File: src/rtl/alu_pkg.sv
`timescale 1ns/1ps
`default_nettype none
// +--------------------------------------------------------------------+
// | alu_pkg: opcodes, flag indices and FSM encoding for the ALU slice  |
// | Rev 1.0                                                            |
// +--------------------------------------------------------------------+
package alu_pkg;

  localparam logic [2:0] OP_ADD = 3'b000;
  localparam logic [2:0] OP_SUB = 3'b001;
  localparam logic [2:0] OP_INC = 3'b010;
  localparam logic [2:0] OP_DEC = 3'b011;
  localparam logic [2:0] OP_AND = 3'b100;
  localparam logic [2:0] OP_OR  = 3'b101;
  localparam logic [2:0] OP_XOR = 3'b110;
  localparam logic [2:0] OP_NOT = 3'b111;

  localparam int FLG_Z = 3;
  localparam int FLG_C = 2;
  localparam int FLG_V = 1;
  localparam int FLG_N = 0;

  typedef enum logic [1:0] {
    ST_IDLE = 2'd0,
    ST_EXEC = 2'd1,
    ST_RESP = 2'd2
  } state_t;

  function automatic logic [3:0] pack_flags(input logic z, input logic c,
                                            input logic v, input logic n);
    logic [3:0] f;
    f        = 4'b0000;
    f[FLG_Z] = z;
    f[FLG_C] = c;
    f[FLG_V] = v;
    f[FLG_N] = n;
    return f;
  endfunction

endpackage
`default_nettype wire

File: src/rtl/alu_cmd_sequencer.sv
`timescale 1ns/1ps
`default_nettype none
// +--------------------------------------------------------------------+
// | alu_cmd_sequencer: repeats ALU ops on an accumulator, returns flags |
// | Rev 1.0                                                            |
// +--------------------------------------------------------------------+
module alu_cmd_sequencer
  import alu_pkg::*;
#(
  parameter int WIDTH = 4,
  parameter int REP_W = 4
) (
  input  logic             clk,
  input  logic             rst_n,
  input  logic             cmd_valid,
  output logic             cmd_ready,
  input  logic             cmd_load,
  input  logic [2:0]       cmd_op,
  input  logic [WIDTH-1:0] cmd_b,
  input  logic [REP_W-1:0] cmd_rep,
  output logic [WIDTH-1:0] alu_a,
  output logic [WIDTH-1:0] alu_b,
  output logic [2:0]       alu_opcode,
  input  logic [WIDTH-1:0] alu_result,
  input  logic             alu_zero,
  input  logic             alu_carry,
  input  logic             alu_overflow,
  input  logic             alu_negative,
  output logic             rsp_valid,
  input  logic             rsp_ready,
  output logic [WIDTH-1:0] rsp_result,
  output logic [3:0]       rsp_flags,
  output logic             rsp_sticky_c,
  output logic             rsp_sticky_v,
  output logic [WIDTH-1:0] acc_out
);

  state_t           state;
  logic [WIDTH-1:0] acc;
  logic [WIDTH-1:0] b_reg;
  logic [2:0]       op_reg;
  logic [REP_W-1:0] cnt;
  logic [3:0]       flags;
  logic             sticky_c;
  logic             sticky_v;
  logic             rsp_valid_r;

  always_ff @(posedge clk) begin
    if (!rst_n) begin
      state       <= ST_IDLE;
      acc         <= '0;
      b_reg       <= '0;
      op_reg      <= '0;
      cnt         <= '0;
      flags       <= '0;
      sticky_c    <= 1'b0;
      sticky_v    <= 1'b0;
      rsp_valid_r <= 1'b0;
    end else begin
      case (state)
        ST_IDLE: begin
          if (cmd_valid) begin
            op_reg   <= cmd_op;
            b_reg    <= cmd_b;
            cnt      <= cmd_rep;
            sticky_c <= 1'b0;
            sticky_v <= 1'b0;
            if (cmd_load) begin
              // a load bypasses the ALU, so its flags are derived here
              acc         <= cmd_b;
              flags       <= pack_flags(cmd_b == '0, 1'b0, 1'b0, cmd_b[WIDTH-1]);
              rsp_valid_r <= 1'b1;
              state       <= ST_RESP;
            end else begin
              state <= ST_EXEC;
            end
          end
        end
        ST_EXEC: begin
          acc      <= alu_result;
          flags    <= pack_flags(alu_zero, alu_carry, alu_overflow, alu_negative);
          sticky_c <= sticky_c | alu_carry;
          sticky_v <= sticky_v | alu_overflow;
          if (cnt == '0) begin
            rsp_valid_r <= 1'b1;
            state       <= ST_RESP;
          end else begin
            cnt <= cnt - 1'b1;
          end
        end
        ST_RESP: begin
          if (rsp_ready) begin
            rsp_valid_r <= 1'b0;
            state       <= ST_IDLE;
          end
        end
        default: begin
          rsp_valid_r <= 1'b0;
          state       <= ST_IDLE;
        end
      endcase
    end
  end

  // rst_n gates ready directly so no command can slip in during reset
  assign cmd_ready    = rst_n && (state == ST_IDLE);
  assign alu_a        = acc;
  assign alu_b        = b_reg;
  assign alu_opcode   = op_reg;
  assign rsp_valid    = rsp_valid_r;
  assign rsp_result   = acc;
  assign rsp_flags    = flags;
  assign rsp_sticky_c = sticky_c;
  assign rsp_sticky_v = sticky_v;
  assign acc_out      = acc;

endmodule
`default_nettype wire
File: config.mk
export PLATFORM = sky130hd
export DESIGN_NAME = alu_cmd_sequencer
export DESIGN_NICKNAME = d
export VERILOG_FILES = /design/src/rtl/alu_pkg.sv /design/src/rtl/alu_cmd_sequencer.sv
export SDC_FILE = /design/constraint.sdc
export NUM_CORES = 1
export LEC_CHECK = 0
export CAP_MARGIN = 20
export CORE_UTILIZATION = 45
export CTS_BUF_LIST = sky130_fd_sc_hd__clkbuf_8 sky130_fd_sc_hd__clkbuf_16
export CTS_CLUSTER_DIAMETER = 120
export CTS_CLUSTER_SIZE = 8
export DETAILED_ROUTE_END_ITERATION = 8
export HOLD_SLACK_MARGIN = 0.15
export PLACE_DENSITY = 0.87
export REMOVE_ABC_BUFFERS = 1
export SLEW_MARGIN = 20
export SYNTH_ARGS = -nofsm -noshare
export SYNTH_HDL_FRONTEND = slang
export SYNTH_SLANG_ARGS = --single-unit
File: constraint.sdc
create_clock -name clk -period 4.1 [get_ports clk]
set_clock_uncertainty 0.05 [all_clocks]
set_input_delay 0.82 -clock clk [delete_from_list [all_inputs] [get_ports clk]]
set_output_delay 0.82 -clock clk [all_outputs]
set_load 0.05 [all_outputs]
## Word-level counts from Yosys, hierarchy flattened

Index checks and enable logic that the tools add are counted.

- $add $sub $neg: 1
- Equal/unequal tests: 7
- Multiplexer cells: 22
- Bitwise gates (word level): 2
- Reduce and logical (&&, ||, !) cells: 11

Operator list:

| operator | count |
|---|---|
| two-way mux 4 bit | 6 |
| one-hot mux 4 bit (2 select lines) | 3 |
| != test 2 bit, second input constant | 5 |
| AND reduction 3 bit | 3 |
| logical NOT 4 bit | 2 |
| two-way mux 2 bit | 4 |
| one-hot mux 2 bit (3 select lines) | 1 |
| two-way mux 1 bit | 5 |
| one-hot mux 1 bit (2 select lines) | 2 |
| AND reduction 2 bit | 2 |
| AND reduction 4 bit | 1 |
| subtractor 4 x 1 -> 4 bit, second input constant | 1 |
| one-hot mux 1 bit (3 select lines) | 1 |
| == test 2 x 1 -> 1 bit, second input constant | 1 |
| == test 2 bit, second input constant | 1 |
| logical NOT 2 bit | 1 |
| OR 1 bit | 2 |
| nonzero test 2 bit | 1 |
| logical AND 1 bit | 1 |

- Register bits: 24
- Input port bits: 24
- Output and inout bits: 27
- Word-level logic and storage cells: 52

## Depth between registers and ports, before layout

Gate-level depths: netlist (run 1).

- Word-level depth: 4
- Depth in mapped cells: 6
- Depth with buffers taken out: 6

## Worst setup path before layout (run 1)

OpenSTA, ideal clock, no wires.

- Path kind: input to output
- Start point: input rst_n
- End point: output cmd_ready
- Arrival time: 1,966 ps
- Required time: 3,230 ps
- Setup slack: 1,264 ps
- Stages: 1
- Buffers on the path: 0
- Path through: nor3b_1

- Longest elaborated chain between the ends: 1

RTL lines:

| item | line | source |
|---|---|---|
| from (decl) | alu_cmd_sequencer.sv:14 | `input logic rst_n,` |
| logical AND 1 bit | alu_cmd_sequencer.sv:106 | `assign cmd_ready = rst_n && (state == ST_IDLE);` |
| to (decl) | alu_cmd_sequencer.sv:16 | `output logic cmd_ready,` |

No other way between the ends.

## Worst setup path after layout (run 1)

Ends and elaborated chain as after synthesis.

==> metrics.yaml, run 1 <==
grt_first_pass_wirelength_um: 4720
rrSetupSlack_ns: 2.27
yosysUniqueCellTypes: 34
n_antenna_cell: 0
totalWireLength_um: 2860
portBuffers: 50
fillers: 198
rsz0062_at_grt: "false"
dieArea_um2: 2850
hold_viol: 0
cap_violations: 0
synth_top_area_share_pct: 40.5
fin_crit_ns: 3.21
hp-start: "rsp_sticky_c$_SDFFE_PN0P_"
crit_slowest_cell: "clkdlybuf4s50_1"
ys_ff_latch: 24
cp_num_buf_inv: 2
yosysSeqAreaShare_pct: 40.5
synth_area_um2: 1190
final_cells: 204
first_global_vias: 1130
r2r_start: "state[0]$_SDFFE_PN0P_"
max_clock_freq_mhz: 311
num_vias: 1114
coreArea_um2: 2480
grt_usage_pct: 22.9
timing.hold.ws_ns: 0.434
cts_sinks: 24
vias_per_cell: 5.46
critPathRequiredTime_ns: 3.23
netlist_instances: 135
hold_path_class: "flip-flop to flip-flop"
final_cell_area_um2: 1680
yosysTopAreaCell: "dfxtp_1"
cts.repair_timing.setup_buffer_count: 0
gp_congestion: 0.768
io_pins: 51
fp-row-count: 18
initial_utilization_pct: 47.9
grt_max_degree: 25
critPathMaxFanout: 2
dr.pass1.iters: 4
area_growth_pct: 41.1
crit_top_cell: "clkdlybuf4s50_1"
clk_path_buf_depth: 2
worstSkewPairLatency_ns: 0.26
r2r_cells: 4
worstHoldEndpoint: "rsp_sticky_c$_SDFFE_PN0P_"
maxSlewViolCount: 0
power_density_nw_per_um2: 459
cp_top_family: "buffers and inverters"
globalRouteOverflowTotal: 0
drive_gt1_share_pct: 4.60
root_buffer: "clkbuf_8"
placed_area_um2: 1630
finalSetupViolCount: 0
tightest_slew_ns: 0.733
drc: 0
die_h_um: 53.4
ys_dominant_reg_cell: "dfxtp_1"
timing.rr.end: "rsp_flags[0]$_SDFFE_PN0P_"
outcome: "completed"
cts-htree-levels: 1
die_width_um: 53.4
hpwl_um: 2070
wl_per_cell_um: 14.0
slowest_delay_ns: 0.84
avgSynthCellArea_um2: 8.80
antenna_found_initial: 0
endpoint_kind: "primary output"
cts_buffers: 3
cp.arrival_ns: 2.34
cts_hold_buf: 0
synth_commonest_cells: "24 x dfxtp_1, 15 x nand2_1, 10 x nor2b_1"
async_reset_ff_share_pct: 0
vdd_ir_drop_max_mv: 0.379
crit_type: "primary input to primary output"
place_inst: 201
synthTopCellsByArea: "dfxtp_1 40%, mux2i_1 6.7%, nor2b_1 5.3%, o211a_1 5.1%, buf_4 5.1%"
start_kind: "primary input"
cts_resized: 0
cp_cell_sequence: "clkdlybuf4s50_1, nor3b_1, clkdlybuf4s50_1"
cts_tree: "built"
fin_setup_tns_ns: 0
ant_nets: 0
layout_worst_path_cycle_share_pct: 78.3
synth-edff-count: 0
relSlewSlack_pct: 51.0
p_leak_uw: 0.000685
nNetsFinal: 201
hold_path_depth: 2
clkTransAtPathRegs_ns: 0.08
drt_iter0_markers: 30
ys_warn_count: 0
yosysMostFrequentCell: "dfxtp_1"
[worst register-to-register path, stage by stage (launching register included)]
cell	delay [ns]
dfxtp_1	0.64
nor2b_1	0.67
nand2_1	0.14
nand3_1	0.12
o211a_1	0.15
[placed cells by master, fill, tap and decap left out, types with 2 or more instances in the layout]
cell type	instances
and2_1	3
inv_1	3
a22oi_1	2
nand2_1	15
o211a_1	6
nand3_1	5
dfxtp_1	24
o21ai_0	9
a21oi_1	9
nor2_1	6
nor2b_1	10
clkbuf_8	3
clkdlybuf4s50_1	50
mux2i_1	8
nor3b_1	2
o22ai_1	2
[final cells by class]
| cell class | count | area, um2 | share of cell area (%) |
|---|---|---|---|
| clock buffers | 3 | 41.3 | 2.46 |
| inverters | 3 | 11.3 | 0.672 |
| multi-input cells | 93 | 597 | 35.6 |
| flip-flops and latches | 24 | 480 | 28.7 |
| well taps | 30 | 37.5 | 2.24 |
| repair buffers | 51 | 508 | 30.3 |
[flip-flops by register name (all words and copies together) (netlist names)]
register and count:
acc_out 4, rsp_sticky_c 1, rsp_valid 1, alu_opcode 3, rsp_sticky_v 1, state 2
cnt 4, alu_b 4, rsp_flags 4
[metal layers]
layer  share of wire, %  global-route usage, %  wire, um  vias up
li1                   -                      -         -      545
met1                 39                   23.4      1110      524
met2                 52                   42.9      1490       39
met3                7.7                   6.03       221        6
met4                1.6                   9.21        45        0
met5                  0                      0         0        -
[logic make-up after synthesis]
logic type / after synthesis / synth area share, %
compound gates: 33 / 18.5
flops: 24 / 40.5
simple gates: 50 / 23.0
mux: 9 / 7.69
fa+ha+maj: 1 / 1.05
buf+inv: 18 / 9.27
[metrics by stage]
stage	utilization [%]	setup WS [ns]	total power [uW]
floorplan	-	1.26	518
global placement	66.0	0.915	629
detailed placement	66.0	0.873	638
CTS	67.6	0.873	771
global route	67.6	0.802	809
finish	67.6	0.889	768
[worst max-delay path by stage]
stage / startpoint / to / slack [ns] / cells after the start
3_5_place_dp: rst_n / cmd_ready / 0.87 / 3
6_report: rst_n / cmd_ready / 0.89 / 3
3_3_place_gp: rst_n / cmd_ready / 0.92 / 3
2_1_floorplan: rst_n / cmd_ready / 1.26 / 1
4_1_cts: rst_n / cmd_ready / 0.87 / 3
5_1_grt: rst_n / cmd_ready / 0.80 / 3
[power by group]
| part | internal, uW | leakage (uW) | switching, uW |
|---|---|---|---|
| registers | 263 | 0.000198 | 31.0 |
| logic | 133 | 0.000465 | 207 |
| clock network | 65.5 | 0.0000216 | 68.5 |
Note: power is estimated with default switching activity, not from simulation.
==> run 2, diff against run 1 <==
--- a/config.mk
+++ b/config.mk
@@ -6,13 +6,13 @@
 export NUM_CORES = 1
 export LEC_CHECK = 0
 export CAP_MARGIN = 20
-export CORE_UTILIZATION = 45
+export CORE_UTILIZATION = 37
 export CTS_BUF_LIST = sky130_fd_sc_hd__clkbuf_8 sky130_fd_sc_hd__clkbuf_16
 export CTS_CLUSTER_DIAMETER = 120
 export CTS_CLUSTER_SIZE = 8
 export DETAILED_ROUTE_END_ITERATION = 8
 export HOLD_SLACK_MARGIN = 0.15
-export PLACE_DENSITY = 0.87
+export PLACE_DENSITY = 0.77
 export REMOVE_ABC_BUFFERS = 1
 export SLEW_MARGIN = 20
 export SYNTH_ARGS = -nofsm -noshare
==> constraint.sdc (replaced) <==
create_clock -name clk -period 2.7 [get_ports clk]
set_clock_uncertainty 0.05 [all_clocks]
set_input_delay 0.54 -clock clk [delete_from_list [all_inputs] [get_ports clk]]
set_output_delay 0.54 -clock clk [all_outputs]
set_load 0.05 [all_outputs]
==> run 2 against run 1 <==
Count of clock-buffer cells in the layout is the same. Flip-flop and latch count did not move. First-iteration DRC count increased by 80%. Setup slack got worse by 0.42 ns. Die area is 21% higher. Hold slack worse by 0.0078 ns. Largest cell class unchanged. Largest power group unchanged. Highest routed layer unchanged.
==> metrics.yaml, run 2 (synthesis gave the netlist of run 1 again) <==
rrSetupSlack_ns: 0.86  # -1.41 ns
power_density_nw_per_um2: 736  # +60%
ant_nets: 0  # unchanged
layout_commonest_cell: "clkdlybuf4s50_1"
area_growth_pct: 46.6
cts_sinks: 24  # unchanged
ff_latch_area_um2: 480  # unchanged
clkTransAtPathRegs_ns: 0.08  # about the same
antenna_found_initial: 0  # unchanged
timing.rr.end: "cnt[0]$_SDFFE_PN0P_"
start_kind: "primary input"
cts_buffers: 3  # unchanged
fillers: 279  # +41%
wl_per_cell_um: 13.0  # -7.4%
grt_max_degree: 25  # unchanged
grtUsageMet3_pct: 3.30  # -2.7 points
portBuffers: 50  # unchanged
first_global_vias: 1003  # -11%
layout_common_cells: "49 x clkdlybuf4s50_1, 24 x dfxtp_1, 15 x nand2_1, 10 x nor2b_1"
cts_resized: 0  # unchanged
worstHoldEndpoint: "rsp_valid$_SDFFE_PN0P_"
die_width_um: 58.7  # +9.9%
cp_cell_sequence: "clkdlybuf4s50_1, nor3b_1, buf_12"
tightest_slew_ns: 0.800  # +0.0672 ns
cts_hold_buf: 0  # unchanged
drc: 0  # unchanged
coreArea_um2: 3050  # +23%
fin_crit_ns: 2.23
busiest_layer: "met2"
grt_first_pass_wirelength_um: 4570  # -3.2%
max_clock_freq_mhz: 449
hold_path_class: "flip-flop to flip-flop"
cap_violations: 0  # unchanged
grt_usage_pct: 17.3  # -5.6 points
cp.arrival_ns: 1.64  # -0.70 ns
fin_setup_tns_ns: 0  # unchanged
critPathRequiredTime_ns: 2.11  # -1.12 ns
clk_path_buf_depth: 2  # unchanged
multi_input_comb_area_um2: 597  # unchanged
grtUsageMet2_pct: 29.7  # -13 points
drive_gt1_share_pct: 6.25  # +1.7 points
fp-row-count: 20  # +2
dieArea_um2: 3440  # +21%
root_buffer: "clkbuf_8"
num_vias: 1108  # -0.54%
critPathMaxFanout: 2  # unchanged
relSlewSlack_pct: 46.5  # -4.5 points
cts-htree-levels: 1  # unchanged
cts.repair_timing.setup_buffer_count: 0  # unchanged
r2r_cells: 4  # unchanged
crit_slowest_cell: "clkdlybuf4s50_1"
totalWireLength_um: 2860  # -0.14%
nNetsFinal: 202  # +0.50%
worstSkewPairLatency_ns: 0.26  # about the same
rsz0062_at_grt: "false"
vias_per_cell: 5.04  # -7.8%
io_pins: 51  # unchanged
maxSlewViolCount: 0  # unchanged
layout_worst_path_cycle_share_pct: 82.6
p_leak_uw: 0.000709  # +3.6%
hp-start: "rsp_valid$_SDFFE_PN0P_"
gp_congestion: 0.813  # +5.9%
endpoint_kind: "primary output"
crit_type: "primary input to primary output"
finalSetupViolCount: 0  # unchanged
n_antenna_cell: 0  # unchanged
met1_usage_pct: 22.0  # -1.4 points
initial_utilization_pct: 38.9  # -9.0 points
hold_viol: 0  # unchanged
cts_tree: "built"
hpwl_um: 2150  # +3.6%
r2r_start: "state[0]$_SDFFE_PN0P_"
vdd_ir_drop_max_mv: 0.343  # -9.6%
outcome: "completed"
total_power_uw: 1280  # +67%
dr.pass1.iters: 4  # unchanged
slowest_delay_ns: 0.50  # -0.34 ns
drt_iter0_markers: 54  # +80%
die_h_um: 58.7  # +9.9%
hold_path_depth: 2  # unchanged
globalRouteOverflowTotal: 0  # unchanged
[run 2: changes by cell type in the layout (fill, tap and decap cells not counted)]
cell             previous run  this run
buf_4                       1         2
buf_12                      0         1
clkdlybuf4s50_1            50        49
bufinv_16                   0         1
[run 2: worst max path at each step]
| stage | from | to | slack, ns | cells past startpoint |
|---|---|---|---|---|
| finish | rst_n | cmd_ready | 0.47 | 3 |
| global route | rst_n | cmd_ready | 0.39 | 3 |
| CTS | rst_n | cmd_ready | 0.48 | 3 |
| detailed placement | rst_n | cmd_ready | 0.49 | 3 |
| global placement | rst_n | cmd_ready | 0.51 | 3 |
| floorplan | rst_n | cmd_ready | 0.42 | 1 |
[run 2: layer usage]
layer,vias to the layer above,share of wire [%]
met5,-,0
met4,0,0.95
met3,2,5.0
met2,34,49
met1,526,44
li1,546,-
[run 2: stage by stage]
| step | util (%) | instances | hold slack, ns | area [um2] | setup WS [ns] |
|---|---|---|---|---|---|
| 2_1_floorplan | - | 120 | 0.419 | 1090 | 0.424 |
| 3_3_place_gp | 54.7 | 216 | 0.404 | 1670 | 0.514 |
| 3_5_place_dp | 54.7 | 216 | 0.406 | 1670 | 0.492 |
| 4_1_cts | 57.0 | 220 | 0.431 | 1740 | 0.483 |
| 5_1_grt | 57.0 | 220 | 0.451 | 1740 | 0.391 |
| 6_report | 57.0 | 220 | 0.427 | 1740 | 0.471 |
[run 2: layout make-up]
| class | instances | area share, % |
|---|---|---|
| clock buffer | 3 | 2.37 |
| clock inverter | 1 | 1.73 |
| inverter | 3 | 0.647 |
| multi-input combinational | 93 | 34.3 |
| sequential | 24 | 27.6 |
| tap | 44 | 3.16 |
| timing repair buffer | 52 | 30.2 |
[run 2: worst max-delay path: cells and delay by family]
family | cells | cell delay [ns]
buf+inv | 2 | 0.70
simple gates | 1 | 0.40
[run 2: report_power, final]
part / switching (uW) / leakage, uW / internal [uW] / total [uW]
registers: 44.9 / 0.000198 / 399 / 444
logic: 315 / 0.000476 / 211 / 526
clock network: 112 / 0.0000357 / 198 / 310
==> run 3, diff against run 2 <==
--- a/config.mk
+++ b/config.mk
@@ -6,13 +6,13 @@
 export NUM_CORES = 1
 export LEC_CHECK = 0
 export CAP_MARGIN = 20
-export CORE_UTILIZATION = 37
+export CORE_UTILIZATION = 41
 export CTS_BUF_LIST = sky130_fd_sc_hd__clkbuf_8 sky130_fd_sc_hd__clkbuf_16
 export CTS_CLUSTER_DIAMETER = 120
 export CTS_CLUSTER_SIZE = 8
 export DETAILED_ROUTE_END_ITERATION = 8
 export HOLD_SLACK_MARGIN = 0.15
-export PLACE_DENSITY = 0.77
+export PLACE_DENSITY = 0.81
 export REMOVE_ABC_BUFFERS = 1
 export SLEW_MARGIN = 20
 export SYNTH_ARGS = -nofsm -noshare
==> constraint.sdc (replaced) <==
create_clock -name clk -period 2.2 [get_ports clk]
set_clock_uncertainty 0.05 [all_clocks]
set_input_delay 0.44 -clock clk [delete_from_list [all_inputs] [get_ports clk]]
set_output_delay 0.44 -clock clk [all_outputs]
set_load 0.05 [all_outputs]
==> run 3 against run 2 <==
Highest routed layer unchanged. First-iteration DRC count shrank 65%. Flip-flop and latch count is the same. Largest power group unchanged. Largest cell class unchanged. Non-clock buffer count grew 1. Cell area shrank 0.50%.
==> metrics.yaml, run 3 (synthesis gave the netlist of run 1 again) <==
outcome: "completed"
grt_usage_pct: 18.7  # +1.4 points
grt_first_pass_wirelength_um: 4680  # +2.4%
rsz0062_at_grt: "false"
cts_hold_buf: 0  # unchanged
critPathMaxFanout: 4  # +2
worstSkewPairLatency_ns: 0.27  # about the same
cap_violations: 0  # unchanged
cp_cell_sequence: "clkdlybuf4s50_1"
cts_resized: 0  # unchanged
maxSlewViolCount: 0  # unchanged
ff_latch_area_um2: 480  # unchanged
hpwl_um: 2100  # -2.4%
grt_max_degree: 25  # unchanged
endpoint_kind: "primary output"
relSlewSlack_pct: 65.0  # +18 points
grtUsageMet2_pct: 32.5  # +2.8 points
p_int_uw: 995  # +23%
multi_input_comb_area_um2: 597  # unchanged
first_global_vias: 1087  # +8.4%
globalRouteOverflowTotal: 0  # unchanged
hold_viol: 0  # unchanged
vdd_ir_drop_max_mv: 0.634  # +85%
layout_common_cells: "49 x clkdlybuf4s50_1, 24 x dfxtp_1, 15 x nand2_1, 10 x nor2b_1"
clkTransAtPathRegs_ns: 0.10  # +0.02 ns
cp.arrival_ns: 1.50  # -0.14 ns
comb_power_share_pct: 41.0  # about the same
met1_usage_pct: 22.7  # +0.73 points
die_h_um: 55.8  # -4.8%
crit_start: "acc_out[1]$_SDFFE_PN0P_"
cp_num_buf_inv: 1  # -1
max_clock_freq_mhz: 502
p_seq_share_pct: 34.5  # -0.2 points
cts_sinks: 24  # unchanged
antenna_found_initial: 0  # unchanged
final_cells: 208  # -5.5%
crit_type: "flip-flop to primary output"
clockPowerShare_pct: 24.5  # +0.3 points
vias_per_cell: 5.43  # +7.9%
grtUsageMet3_pct: 4.19  # +0.89 points
dieArea_um2: 3120  # -9.4%
nNetsFinal: 203  # +0.50%
root_buffer: "clkbuf_8"
clk_path_buf_depth: 2  # unchanged
finalSetupViolCount: 0  # unchanged
drt_iter0_markers: 19  # -65%
fin_crit_ns: 1.99
p_sw_uw: 595  # +26%
io_pins: 51  # unchanged
die_width_um: 55.8  # -4.8%
total_power_uw: 1590  # +24%
placed_area_um2: 1660  # -0.52%
tightest_slew_ns: 0.523  # -0.277 ns
crit_end: "rsp_result[1]"
crit_slowest_cell: "clkdlybuf4s50_1"
rrSetupSlack_ns: 0.41  # -0.45 ns
coreArea_um2: 2760  # -9.7%
cp_top_family: "buffers and inverters"
r2r_cells: 3  # -1
ant_nets: 0  # unchanged
power_density_nw_per_um2: 918  # +25%
swShare_pct: 37.4  # +0.52 points
r2r_start: "state[0]$_SDFFE_PN0P_"
cts_buffers: 3  # unchanged
hold_path_class: "flip-flop to flip-flop"
initial_utilization_pct: 43.1  # +4.2 points
cts-htree-levels: 1  # unchanged
area_growth_pct: 45.8
drive_gt1_share_pct: 6.78  # +0.53 points
critPathRequiredTime_ns: 1.71  # -0.40 ns
fillers: 225  # -19%
gp_congestion: 0.743  # -8.6%
layout_worst_path_cycle_share_pct: 90.6
fp-row-count: 19  # -5.0%
cts_tree: "built"
wl_per_cell_um: 14.0  # +7.9%
fin_setup_tns_ns: 0  # unchanged
slowest_delay_ns: 0.83  # +0.33 ns
layout_commonest_cell: "clkdlybuf4s50_1"
n_antenna_cell: 0  # unchanged
crit_cells: 1  # -2
p_leak_uw: 0.000714  # +0.74%
start_kind: "flip-flop"
totalWireLength_um: 2910  # +2.0%
timing.rr.end: "cnt[0]$_SDFFE_PN0P_"
final_cell_area_um2: 1730  # -0.50%
drc: 0  # unchanged
busiest_layer: "met2"
place_inst: 204  # -5.6%
dr.pass1.iters: 4  # unchanged
num_vias: 1130  # +2.0%
portBuffers: 50  # unchanged
cts.repair_timing.setup_buffer_count: 0  # unchanged
## run 3: changes by cell type in the layout (fill, tap and decap cells not counted), sizes merged
cell / previous run / this run
buf: 3 / 4
## run 3: worst min-delay path by stage
| stage | from | end | slack (ns) | depth (start not counted) |
|---|---|---|---|---|
| 2_1_floorplan | cnt[3]$_SDFFE_PN0P_ | cnt[3]$_SDFFE_PN0P_ | 0.42 | 2 |
| 3_3_place_gp | rsp_sticky_c$_SDFFE_PN0P_ | rsp_sticky_c$_SDFFE_PN0P_ | 0.40 | 2 |
| 3_5_place_dp | rsp_valid$_SDFFE_PN0P_ | rsp_valid$_SDFFE_PN0P_ | 0.42 | 2 |
| 4_1_cts | rsp_sticky_v$_SDFFE_PN0P_ | rsp_sticky_v$_SDFFE_PN0P_ | 0.45 | 2 |
| 5_1_grt | rsp_valid$_SDFFE_PN0P_ | rsp_valid$_SDFFE_PN0P_ | 0.48 | 2 |
| 6_report | rsp_sticky_v$_SDFFE_PN0P_ | rsp_sticky_v$_SDFFE_PN0P_ | 0.43 | 2 |
## run 3: power groups by stage
stage / logic (uW) / clock network [uW] / registers (uW)
2_1_floorplan: 209 / 0 / 756
3_3_place_gp: 638 / 0 / 554
3_5_place_dp: 651 / 0 / 556
4_1_cts: 655 / 387 / 548
5_1_grt: 692 / 414 / 558
6_report: 653 / 389 / 548
## run 3: through the flow
step	setup WS [ns]	utilization, %	hold slack, ns
2_1_floorplan	0.0875	-	0.419
3_3_place_gp	0.255	60.2	0.404
3_5_place_dp	0.205	60.2	0.421
4_1_cts	0.209	62.8	0.446
5_1_grt	0.160	62.8	0.482
6_report	0.207	62.8	0.433
## run 3: area by class of cell
cell class / count / share of cell area [%]
Clock inverter: 1 / 1.73
Timing Repair Buffer: 53 / 30.8
Clock buffer: 3 / 2.38
Inverter: 3 / 0.650
Sequential cell: 24 / 27.7
Multi-Input combinational cell: 93 / 34.5
Tap cell: 31 / 2.24
## run 3: per-layer routing
metal | share of wire (%) | vias to the layer above
met1 | 44 | 531
met5 | 0 | -
met3 | 6.3 | 2
li1 | - | 552
met4 | 0.62 | 0
met2 | 49 | 45
